===== src/rtl/regfile_write_arbiter_if.sv =====
// rtl/regfile_write_arbiter_if.sv - writeback request bus between the writeback sources and the write arbiter
interface regfile_write_arbiter_if #(
   parameter int N_REQ  = 4,
   parameter int n      = 64,
   parameter int ADDR_W = 5
);
   logic [N_REQ-1:0]        req;
   logic [N_REQ*ADDR_W-1:0] req_addr;
   logic [N_REQ*n-1:0]      req_data;
   logic [N_REQ-1:0]        gnt;

   modport master (
      output req,
      output req_addr,
      output req_data,
      input  gnt
   );

   modport slave (
      input  req,
      input  req_addr,
      input  req_data,
      output gnt
   );
endinterface


===== src/rtl/regfile_write_arbiter.sv =====
// rtl/regfile_write_arbiter.sv - round-robin arbiter for the single register bank write port
module regfile_write_arbiter #(
   parameter int N_REQ  = 4,
   parameter int n      = 64,
   parameter int ADDR_W = 5,
   localparam int PTR_W = $clog2(N_REQ)
) (
   input  logic                 clk,
   input  logic                 rst,
   input  logic                 stall,
   regfile_write_arbiter_if.slave bus,
   output logic                 regWrite,
   output logic [ADDR_W-1:0]    write_register,
   output logic [n-1:0]         write_data,
   output logic [PTR_W-1:0]     rr_ptr,
   output logic [15:0]          dropped_cnt
);

   logic [N_REQ-1:0]  gnt_c;
   logic              found;
   logic [PTR_W-1:0]  win;
   logic [PTR_W-1:0]  next_ptr;
   logic [ADDR_W-1:0] sel_addr;
   logic [n-1:0]      sel_data;
   int                idx;

   // Search starts at rr_ptr and wraps by explicit compare so non-power-of-two N_REQ works.
   always_comb begin
      gnt_c = '0;
      found = 1'b0;
      win   = '0;
      idx   = 0;
      if (!rst && !stall) begin
         for (int k = 0; k < N_REQ; k++) begin
            idx = int'(rr_ptr) + k;
            if (idx >= N_REQ) begin
               idx = idx - N_REQ;
            end
            if (!found && bus.req[idx]) begin
               found = 1'b1;
               win   = PTR_W'(idx);
            end
         end
      end
      if (found) begin
         gnt_c[win] = 1'b1;
      end
   end

   always_comb begin
      sel_addr = '0;
      sel_data = '0;
      for (int i = 0; i < N_REQ; i++) begin
         if (gnt_c[i]) begin
            sel_addr = bus.req_addr[i*ADDR_W +: ADDR_W];
            sel_data = bus.req_data[i*n +: n];
         end
      end
   end

   always_comb begin
      next_ptr = '0;
      if (win != PTR_W'(N_REQ - 1)) begin
         next_ptr = win + PTR_W'(1);
      end
   end

   assign bus.gnt = gnt_c;

   // Register-0 grants still advance the pointer and update the address/data latch.
   always_ff @(posedge clk or posedge rst) begin
      if (rst) begin
         regWrite       <= 1'b0;
         write_register <= '0;
         write_data     <= '0;
         rr_ptr         <= '0;
         dropped_cnt    <= '0;
      end else if (found) begin
         write_register <= sel_addr;
         write_data     <= sel_data;
         regWrite       <= (sel_addr != '0);
         rr_ptr         <= next_ptr;
         if (sel_addr == '0 && dropped_cnt != 16'hFFFF) begin
            dropped_cnt <= dropped_cnt + 16'd1;
         end
      end else begin
         regWrite <= 1'b0;
      end
   end

endmodule


===== src/flat_wrapper.sv =====
// flat-port wrapper written by rule: the top's interface ports become plain ports
module regfile_write_arbiter_flat 
#(
   parameter int N_REQ  = 4,
   parameter int n      = 64,
   parameter int ADDR_W = 5,
   localparam int PTR_W = $clog2(N_REQ)
)
  (clk, rst, stall, regWrite, write_register, write_data, rr_ptr, dropped_cnt, bus_req, bus_req_addr, bus_req_data, bus_gnt);
  regfile_write_arbiter_if #(.N_REQ(N_REQ), .n(n), .ADDR_W(ADDR_W)) bus_i ();
  input  logic clk;
  input  logic rst;
  input  logic stall;
  output logic regWrite;
  output logic [ADDR_W-1:0] write_register;
  output logic [n-1:0] write_data;
  output logic [PTR_W-1:0] rr_ptr;
  output logic [15:0] dropped_cnt;
  input wire logic [$bits(bus_i.req)-1:0] bus_req;
  input wire logic [$bits(bus_i.req_addr)-1:0] bus_req_addr;
  input wire logic [$bits(bus_i.req_data)-1:0] bus_req_data;
  output wire logic [$bits(bus_i.gnt)-1:0] bus_gnt;
  assign bus_i.req = bus_req;
  assign bus_i.req_addr = bus_req_addr;
  assign bus_i.req_data = bus_req_data;
  assign bus_gnt = bus_i.gnt;
  regfile_write_arbiter #(.N_REQ(N_REQ), .n(n), .ADDR_W(ADDR_W)) u_core (.clk(clk), .rst(rst), .stall(stall), .bus(bus_i), .regWrite(regWrite), .write_register(write_register), .write_data(write_data), .rr_ptr(rr_ptr), .dropped_cnt(dropped_cnt));
endmodule

===== config.mk =====
export PLATFORM = sky130hd
export DESIGN_NAME = regfile_write_arbiter_flat
export DESIGN_NICKNAME = d
export VERILOG_FILES = /design/src/rtl/regfile_write_arbiter_if.sv /design/src/rtl/regfile_write_arbiter.sv /design/src/flat_wrapper.sv
export SDC_FILE = /design/constraint.sdc
export NUM_CORES = 1
export LEC_CHECK = 0
export ABC_AREA = 1
export ABC_CLOCK_PERIOD_IN_PS = 4800
export BUFFER_PORTS_ARGS = -buffer_cell sky130_fd_sc_hd__buf_2
export CAP_MARGIN = 20
export CORE_AREA = 2 2 146 148
export DETAILED_ROUTE_END_ITERATION = 16
export DIE_AREA = 0 0 148 150
export GPL_ROUTABILITY_DRIVEN = 0
export PLACE_DENSITY_LB_ADDON = 0.3
export SLEW_MARGIN = 15
export SYNTH_ARGS = -nofsm -noshare
export SYNTH_HDL_FRONTEND = slang
export SYNTH_SLANG_ARGS = --single-unit

===== constraint.sdc =====
create_clock -name clk -period 4.8 [get_ports clk]
set_input_delay 0.48 -clock clk [delete_from_list [all_inputs] [get_ports clk]]
set_output_delay 0.48 -clock clk [all_outputs]
set_load 0.01 [all_outputs]

==> results of run 1 <==
-- metrics by stage --
stage          power [uW]  std cells  setup slack [ns]  hold WS (ns)  area [um^2]
6_report             3870       1476             0.892         0.196         8340
5_1_grt              4170       1474             0.500         0.230         8340
4_1_cts              3910       1473             0.848         0.226         8340
3_5_place_dp         3190       1459              1.15         0.464         8050
3_3_place_gp         3170       1459              1.26         0.463         8050
2_1_floorplan        2440        862              1.46         0.516         6020
-- per-layer routing --
layer  vias to the layer above  share of wire  wire length (um)  global-route usage
li1                       3605              -                 -                   -
met1                      3335           0.41              9780               0.259
met4                         2          0.042              1000               0.109
met3                        58          0.068              1630              0.0442
met2                       302           0.48             11600               0.348
met5                         -        0.00029                 7                   0
-- layout by cell type, fill, tap and decap left out, types with 2 or more instances in the layout --
cell / n
nor2_1: 20
inv_2: 5
buf_2: 374
dfrtp_1: 88
a21oi_1: 2
nor2_4: 4
clkbuf_16: 9
nand3_1: 152
a21oi_2: 2
inv_1: 35
nand2_2: 5
o21ai_1: 4
xnor2_1: 5
nor2_2: 2
nor3_1: 5
nand3_4: 3
clkinv_1: 2
nor4_1: 2
diode_2: 3
nand2_1: 308
inv_4: 2
ha_1: 5
a31oi_1: 22
xor2_1: 10
nand3_2: 3
o21ai_0: 6
buf_4: 14
o211ai_1: 42
nand4_1: 32
o22ai_1: 22
-- registers in the layout (all words and copies together) (netlist names) --
name / flops
u_core.write_register: 5
u_core.write_data: 64
u_core.regWrite: 1
u_core.dropped_cnt: 16
u_core.rr_ptr: 2
-- cells by family after synthesis --
family | after synthesis | synth area share
compound gates | 103 | 0.117
xor+xnor | 15 | 0.0218
fa+ha+maj | 5 | 0.0104
buf+inv | 110 | 0.0802
flops | 88 | 0.366
simple gates | 541 | 0.405
-- how the worst max path moves through the flow --
stage,to
2_1_floorplan,u_core.dropped_cnt[0]
3_3_place_gp,bus_gnt[1]
3_5_place_dp,u_core.dropped_cnt[13]
4_1_cts,bus_gnt[1]
5_1_grt,bus_gnt[1]
6_report,bus_gnt[1]
-- report_power, final --
group	switching (uW)	leakage [uW]	total, uW	internal, uW
registers	205	0.00110	1250	1040
clock network	303	0.000135	704	401
logic	1180	0.00328	1910	734
-- critical path, delay by kind of cell, from the launching register on --
| family | cells | cell delay (ns) |
|---|---|---|
| buffers and inverters | 4 | 1.04 |
| and+or+nand+nor | 7 | 0.71 |
| DFF | 1 | 0.57 |
| adders and majority gates | 1 | 0.41 |
| AOI/OAI and AO/OA | 1 | 0.18 |
| xor gates and xnor gates | 1 | 0.16 |
-- area by class of cell --
type	count	area (um^2)
timing repair buffer	388	1980
inverter	44	170
fill	2235	12300
clock buffer	10	229
multi-input combinational	664	3360
tap	275	344
clock inverter	4	55.1
antenna	3	7.51
sequential	88	2200
==> run_summary.xml, run 1 <==
<?xml version="1.0" encoding="UTF-8"?>
<metrics>
  <group name="worst_setup_path">
    <metric name="cpMaxStageDelayCell" unit="">buf_4</metric>
    <metric name="crit_chain" unit="">nand2_1 &gt; nand2_1 &gt; nand2_1 &gt; o21ai_1 &gt; nor2_1 &gt; nor2_1 &gt; xor2_1 &gt; nand2_1 &gt; inv_1 &gt; ha_1 &gt; inv_2 &gt; nor2_4 &gt; buf_4 &gt; buf_2</metric>
    <metric name="worst-setup-path-type" unit="">flop to output pin</metric>
    <metric name="critical_path.startpoint" unit="">u_core.rr_ptr[0]</metric>
    <metric name="worstReg2RegStart" unit="">u_core.rr_ptr[0]</metric>
    <metric name="rr_endpoint" unit="">u_core.dropped_cnt[0]</metric>
    <metric name="timing.reg2reg.setup_slack" unit="ns">1.15</metric>
    <metric name="ff2ff_path_depth" unit="">20</metric>
    <metric name="crit_top_cell" unit="">nand2_1</metric>
    <metric name="crit_path_end_kind" unit="">output pin</metric>
    <metric name="max_stage_delay" unit="ns">0.58</metric>
    <metric name="cp_max_fo" unit="">65</metric>
    <metric name="worst-endpoint-required" unit="ns">4.32</metric>
    <metric name="critPathArrivalTime" unit="ns">3.43</metric>
    <metric name="critPathLaunchType" unit="">flop</metric>
  </group>
  <group name="run">
    <metric name="drv.max_cap_violation_count" unit="">0</metric>
  </group>
  <group name="cells_and_area">
    <metric name="drive_above_1_share" unit="">0.362</metric>
    <metric name="area_growth" unit="%">38.6</metric>
    <metric name="postLayoutCoreUtil" unit="">0.403</metric>
    <metric name="fin_nets" unit="">1483</metric>
  </group>
  <group name="synth">
    <metric name="synthesis.instances" unit="">862</metric>
    <metric name="syn-mean-instance-area" unit="um^2">6.98</metric>
    <metric name="post-synth-top-count-cell" unit="">nand2_1</metric>
    <metric name="synth_area_leader_cell" unit="">dfrtp_1</metric>
    <metric name="syn_area" unit="um^2">6020</metric>
    <metric name="synth.top_cell.area_share" unit="">0.366</metric>
    <metric name="async_s_r_ff_share_synth" unit="">1.00</metric>
    <metric name="synth-warning-count" unit="">0</metric>
    <metric name="seq_cells_post_synth" unit="">88</metric>
    <metric name="synth_ff_type" unit="">dfrtp_1</metric>
    <metric name="synth.cells.most_frequent" unit="">nand2_1 (308), nand3_1 (152), dfrtp_1 (88)</metric>
    <metric name="syn_nets" unit="">1150</metric>
    <metric name="seq_area_frac_synth" unit="">0.366</metric>
    <metric name="synth_edf_count" unit="">0</metric>
    <metric name="yosys.cell_types.count" unit="">38</metric>
    <metric name="synth_area_leaders" unit="">dfrtp_1 (37%), nand2_1 (19%), nand3_1 (13%)</metric>
  </group>
  <group name="clock_network">
    <metric name="cts-hold-fix-buffers" unit="">0</metric>
    <metric name="clock_tree_from_tritoncts" unit="">built</metric>
    <metric name="clk-insertion-delay-late" unit="ns">0.34</metric>
    <metric name="cts-htree-levels" unit="">3</metric>
    <metric name="post_cts_resize_count" unit="">0</metric>
    <metric name="post_cts.repair.setup_buffers" unit="">0</metric>
    <metric name="tritoncts_num_sinks" unit="">88</metric>
    <metric name="cts.reportedPaths.clkPinSlew" unit="ns">0.06</metric>
    <metric name="cts-root-buf" unit="">clkbuf_16</metric>
    <metric name="tritoncts_buffer_count" unit="">9</metric>
    <metric name="cts-root-to-sink-buffers" unit="">2</metric>
  </group>
  <group name="power">
    <metric name="vdd_drop_max" unit="mV">0.181</metric>
    <metric name="power-per-cell-area" unit="nW/um^2">464</metric>
    <metric name="p_leak" unit="uW">0.00452</metric>
  </group>
  <group name="sta">
    <metric name="tns" unit="ns">0</metric>
    <metric name="unrepaired_setup_endpoints_after_global_routing" unit="">no</metric>
    <metric name="timing_hold_violations_final" unit="">0</metric>
    <metric name="worstMarginPinSlew" unit="ns">0.852</metric>
    <metric name="setup_skew_after_layout" unit="ns">0.00612</metric>
    <metric name="max_slew_margin" unit="">0.430</metric>
    <metric name="layout_min_cycle_time" unit="ns">3.91</metric>
    <metric name="finalMaxSlewViolations" unit="">0</metric>
    <metric name="achievable-frequency" unit="GHz">0.256</metric>
    <metric name="final_number_of_setup_violating_endpoints" unit="">0</metric>
    <metric name="period_share" unit="">0.814</metric>
  </group>
  <group name="floorplanning">
    <metric name="start_util" unit="">0.291</metric>
    <metric name="design.die.area" unit="um^2">22200</metric>
    <metric name="chipWidth" unit="um">148</metric>
    <metric name="floorplan_core_area" unit="um^2">20700</metric>
    <metric name="die_h" unit="um">150</metric>
    <metric name="fp_rows" unit="">53</metric>
    <metric name="top_level_ports" unit="">375</metric>
  </group>
  <group name="routing">
    <metric name="detailed_route_vias_per_instance" unit="">4.95</metric>
    <metric name="post_drt_wl_per_cell" unit="um">16.3</metric>
    <metric name="firstDrtPassIters" unit="">4</metric>
    <metric name="post-route-drc-count" unit="">0</metric>
    <metric name="totalWireLength" unit="mm">24.0</metric>
    <metric name="routed-via-count" unit="">7302</metric>
    <metric name="drt_iter0_markers" unit="">349</metric>
    <metric name="antenna_left" unit="">0</metric>
  </group>
  <group name="placement">
    <metric name="place.port_buffers" unit="">374</metric>
    <metric name="dp.final_hpwl" unit="mm">18.4</metric>
  </group>
  <group name="run_status">
    <metric name="status" unit="">complete, no violations</metric>
  </group>
  <group name="grt">
    <metric name="globalRouteTotalUtil" unit="">0.210</metric>
    <metric name="largest_net_degree_at_the_start_of_global_routing" unit="">66</metric>
    <metric name="grt_first_pass_wirelength" unit="mm">36.4</metric>
    <metric name="globalRouteOverflowTotal" unit="">0</metric>
    <metric name="antenna_found_initial" unit="">5</metric>
    <metric name="first_global_vias" unit="">6877</metric>
  </group>
  <group name="min_path">
    <metric name="path_category_of_the_worst_min_delay_check" unit="">primary input to async pin</metric>
  </group>
</metrics>
(Power assumes the default switching activity.)
==> inputs of run 2 (changes only) <==
--- a/config.mk
+++ b/config.mk
@@ -6,7 +6,7 @@
 export NUM_CORES = 1
 export LEC_CHECK = 0
 export ABC_AREA = 1
-export ABC_CLOCK_PERIOD_IN_PS = 4800
+export ABC_CLOCK_PERIOD_IN_PS = 3500
 export BUFFER_PORTS_ARGS = -buffer_cell sky130_fd_sc_hd__buf_2
 export CAP_MARGIN = 20
 export CORE_AREA = 2 2 146 148
==> constraint.sdc (replaced) <==
create_clock -name clk -period 3.5 [get_ports clk]
set_input_delay 0.35 -clock clk [delete_from_list [all_inputs] [get_ports clk]]
set_output_delay 0.35 -clock clk [all_outputs]
set_load 0.01 [all_outputs]
==> run 2 against run 1 <==
  * First-iteration DRC count is 32% higher
  * Die area did not move
  * Total power grew 44%
  * Via count grew 2.8%
  * Largest power group unchanged
  * Register-to-register slack got worse by 1.0 ns
  * Sequential cell count stayed put
  * Largest cell class unchanged
  * Wire length grew 7.0%
  * Highest routed layer unchanged
  * Worst setup slack lost 0.77 ns
==> run_summary.xml, run 2 (synthesis results as in run 1) <==
<?xml version="1.0" encoding="UTF-8"?>
<metrics>
  <group name="grt">
    <metric name="met3_usage" unit="">0.0506</metric>
    <metric name="antenna_found_initial" unit="">7</metric>
    <metric name="grt_first_pass_wirelength" unit="mm">37.1</metric>
    <metric name="first_global_vias" unit="">7005</metric>
    <metric name="grt.busiest_layer" unit="">met2</metric>
    <metric name="use_met2" unit="">0.353</metric>
    <metric name="globalRouteTotalUtil" unit="">0.214</metric>
    <metric name="globalRouteOverflowTotal" unit="">0</metric>
    <metric name="largest_net_degree_at_the_start_of_global_routing" unit="">79</metric>
    <metric name="global_route.usage.met1" unit="">0.259</metric>
  </group>
  <group name="clock_network">
    <metric name="clk-insertion-delay-late" unit="ns">0.35</metric>
    <metric name="cts-root-buf" unit="">clkbuf_16</metric>
    <metric name="clock_tree_from_tritoncts" unit="">built</metric>
    <metric name="tritoncts_buffer_count" unit="">9</metric>
    <metric name="cts-htree-levels" unit="">3</metric>
    <metric name="cts-root-to-sink-buffers" unit="">2</metric>
    <metric name="tritoncts_num_sinks" unit="">88</metric>
    <metric name="cts.reportedPaths.clkPinSlew" unit="ns">0.07</metric>
  </group>
  <group name="floorplanning">
    <metric name="floorplan_core_area" unit="um^2">20700</metric>
    <metric name="design.die.area" unit="um^2">22200</metric>
    <metric name="chipWidth" unit="um">148</metric>
    <metric name="top_level_ports" unit="">375</metric>
    <metric name="start_util" unit="">0.291</metric>
    <metric name="fp_rows" unit="">53</metric>
    <metric name="die_h" unit="um">150</metric>
  </group>
  <group name="placement">
    <metric name="place.port_buffers" unit="">374</metric>
    <metric name="dpl-instance-area" unit="um^2">8140</metric>
    <metric name="pre_cts_setup_slack" unit="ns">0.0759</metric>
    <metric name="dp.final_hpwl" unit="mm">19.1</metric>
  </group>
  <group name="run">
    <metric name="drv.max_cap_violation_count" unit="">0</metric>
  </group>
  <group name="sta">
    <metric name="setup_skew_after_layout" unit="ns">0.0145</metric>
    <metric name="finalMaxSlewViolations" unit="">0</metric>
    <metric name="period_share" unit="">0.965</metric>
    <metric name="timing_hold_violations_final" unit="">0</metric>
    <metric name="final_number_of_setup_violating_endpoints" unit="">0</metric>
    <metric name="achievable-frequency" unit="GHz">0.296</metric>
    <metric name="setup_ws" unit="ns">0.121</metric>
    <metric name="worstMarginPinSlew" unit="ns">0.621</metric>
    <metric name="max_slew_margin" unit="">0.586</metric>
    <metric name="layout_min_cycle_time" unit="ns">3.38</metric>
  </group>
  <group name="cells_and_area">
    <metric name="fin_nets" unit="">1504</metric>
    <metric name="final_common_cell" unit="">buf_2</metric>
    <metric name="registers.top_by_ff_count" unit="">u_core.write_data</metric>
    <metric name="commonest_non_fill_non_tap_cells_in_the_layout" unit="">buf_2 (374), nand2_1 (308), nand3_1 (152)</metric>
    <metric name="finalInstanceArea" unit="um^2">8660</metric>
    <metric name="drive_above_1_share" unit="">0.380</metric>
    <metric name="fillerInstances" unit="">2225</metric>
    <metric name="area_growth" unit="%">43.8</metric>
    <metric name="largestRegisters" unit="">u_core.write_data (64), u_core.dropped_cnt (16), u_core.write_register (5)</metric>
    <metric name="max_ffs_per_register" unit="">64</metric>
  </group>
  <group name="min_path">
    <metric name="worstHoldPathCells" unit="">3</metric>
    <metric name="path_category_of_the_worst_min_delay_check" unit="">primary input to flop</metric>
  </group>
  <group name="routing">
    <metric name="routed-via-count" unit="">7508</metric>
    <metric name="drt_iter0_markers" unit="">459</metric>
    <metric name="detailed_route_vias_per_instance" unit="">5.01</metric>
    <metric name="firstDrtPassIters" unit="">5</metric>
    <metric name="totalWireLength" unit="mm">25.7</metric>
    <metric name="antenna_left" unit="">0</metric>
    <metric name="post_drt_wl_per_cell" unit="um">17.1</metric>
    <metric name="post-route-drc-count" unit="">0</metric>
  </group>
  <group name="power">
    <metric name="power.combinational.fraction" unit="">0.507</metric>
    <metric name="power-per-cell-area" unit="nW/um^2">643</metric>
    <metric name="p_leak" unit="uW">0.00464</metric>
    <metric name="switching_fraction" unit="">0.440</metric>
    <metric name="vdd_drop_max" unit="mV">0.226</metric>
    <metric name="seqPwrFrac" unit="">0.307</metric>
    <metric name="power_report.internal_total" unit="uW">3120</metric>
    <metric name="power_frac_clock" unit="">0.186</metric>
    <metric name="power.net_switching" unit="uW">2450</metric>
  </group>
  <group name="worst_setup_path">
    <metric name="critPathLaunchType" unit="">flop</metric>
    <metric name="critPathArrivalTime" unit="ns">3.62</metric>
    <metric name="timing.reg2reg.setup_slack" unit="ns">0.12</metric>
    <metric name="worst-endpoint-required" unit="ns">3.74</metric>
    <metric name="worst-setup-path-type" unit="">flop to flop</metric>
    <metric name="crit_path_end_kind" unit="">flop</metric>
    <metric name="ff2ff_path_depth" unit="">19</metric>
    <metric name="cp_max_fo" unit="">16</metric>
  </group>
  <group name="run_status">
    <metric name="status" unit="">complete, no violations</metric>
  </group>
</metrics>
==> run 2: layout make-up <==
class                           instances  area, um^2  area share
Clock buffer                            9         225      0.0260
Inverter                               44         178      0.0205
Timing Repair Buffer                  409        2230       0.258
Multi-Input combinational cell        664        3380       0.390
Tap cell                              275         344      0.0397
Sequential cell                        88        2200       0.255
Antenna cell                            4        10.0     0.00116
Clock inverter                          7        87.6      0.0101
==> run 2: through the flow <==
stage | hold WS, ns | utilization | std cells | setup TNS (ns) | total power, uW
2_1_floorplan | 0.473 | - | 862 | 0 | 3350
3_3_place_gp | 0.475 | 0.393 | 1467 | 0 | 4380
3_5_place_dp | 0.468 | 0.393 | 1467 | 0 | 4430
4_1_cts | 0.193 | 0.409 | 1483 | 0 | 5480
5_1_grt | 0.202 | 0.418 | 1498 | -0.0108 | 5950
6_report | 0.210 | 0.419 | 1500 | 0 | 5570
==> run 2: final timing paths <==
| path | from | end |
|---|---|---|
| worst max-delay path | u_core.rr_ptr[0] | u_core.dropped_cnt[2] |
| worst min-delay path | bus_req_data[237] | u_core.write_data[45] |
| worst max register to register | u_core.rr_ptr[0] | u_core.dropped_cnt[2] |
| worst min register to register | u_core.write_register[3] | u_core.write_register[3] |
| max in group asynchronous | rst | u_core.dropped_cnt[3] |
| min in group asynchronous | rst | u_core.write_data[25] |
==> run 2: critical path, stage by stage (launching register included) <==
cell and delay, ns:
dfrtp_2 0.49, inv_4 0.12, nand2_2 0.06, nand3_1 0.09
nand2_1 0.12, nor2_4 0.16, nand2_1 0.07, nor2_1 0.14
a221o_1 0.14, nand3_1 0.18, inv_1 0.16, ha_1 0.22
nand3_4 0.16, or2_2 0.31, nand2_1 0.16, nand2_2 0.08
nor2_2 0.13, nand4_4 0.25, nand2_1 0.16, nand2_1 0.07
==> run 2: routing by layer <==
metal | share of wire | wire (um) | vias up
li1 | - | - | 3638
met1 | 0.40 | 10200 | 3457
met2 | 0.48 | 12300 | 338
met3 | 0.073 | 1890 | 73
met4 | 0.050 | 1280 | 2
met5 | 0.00027 | 7 | -
==> run 2: power by group through the flow <==
stage | clock [uW] | combinational [uW] | sequential (uW)
CTS | 1070 | 2710 | 1710
finish | 1040 | 2820 | 1710
floorplan | 0 | 1480 | 1870
global placement | 0 | 2680 | 1710
global route | 1100 | 3090 | 1760
detailed placement | 0 | 2700 | 1720
==> run 2: timing repair <==
action | in CTS | in global routing
pin swaps | 0 | 2
endpoints found under the setup margin | 2 | 29
hold buffers | 0 | 1
resized for setup | 2 | 7
endpoints found under the hold margin | 0 | 11
cloned | 0 | 2
setup buffers | 0 | 9
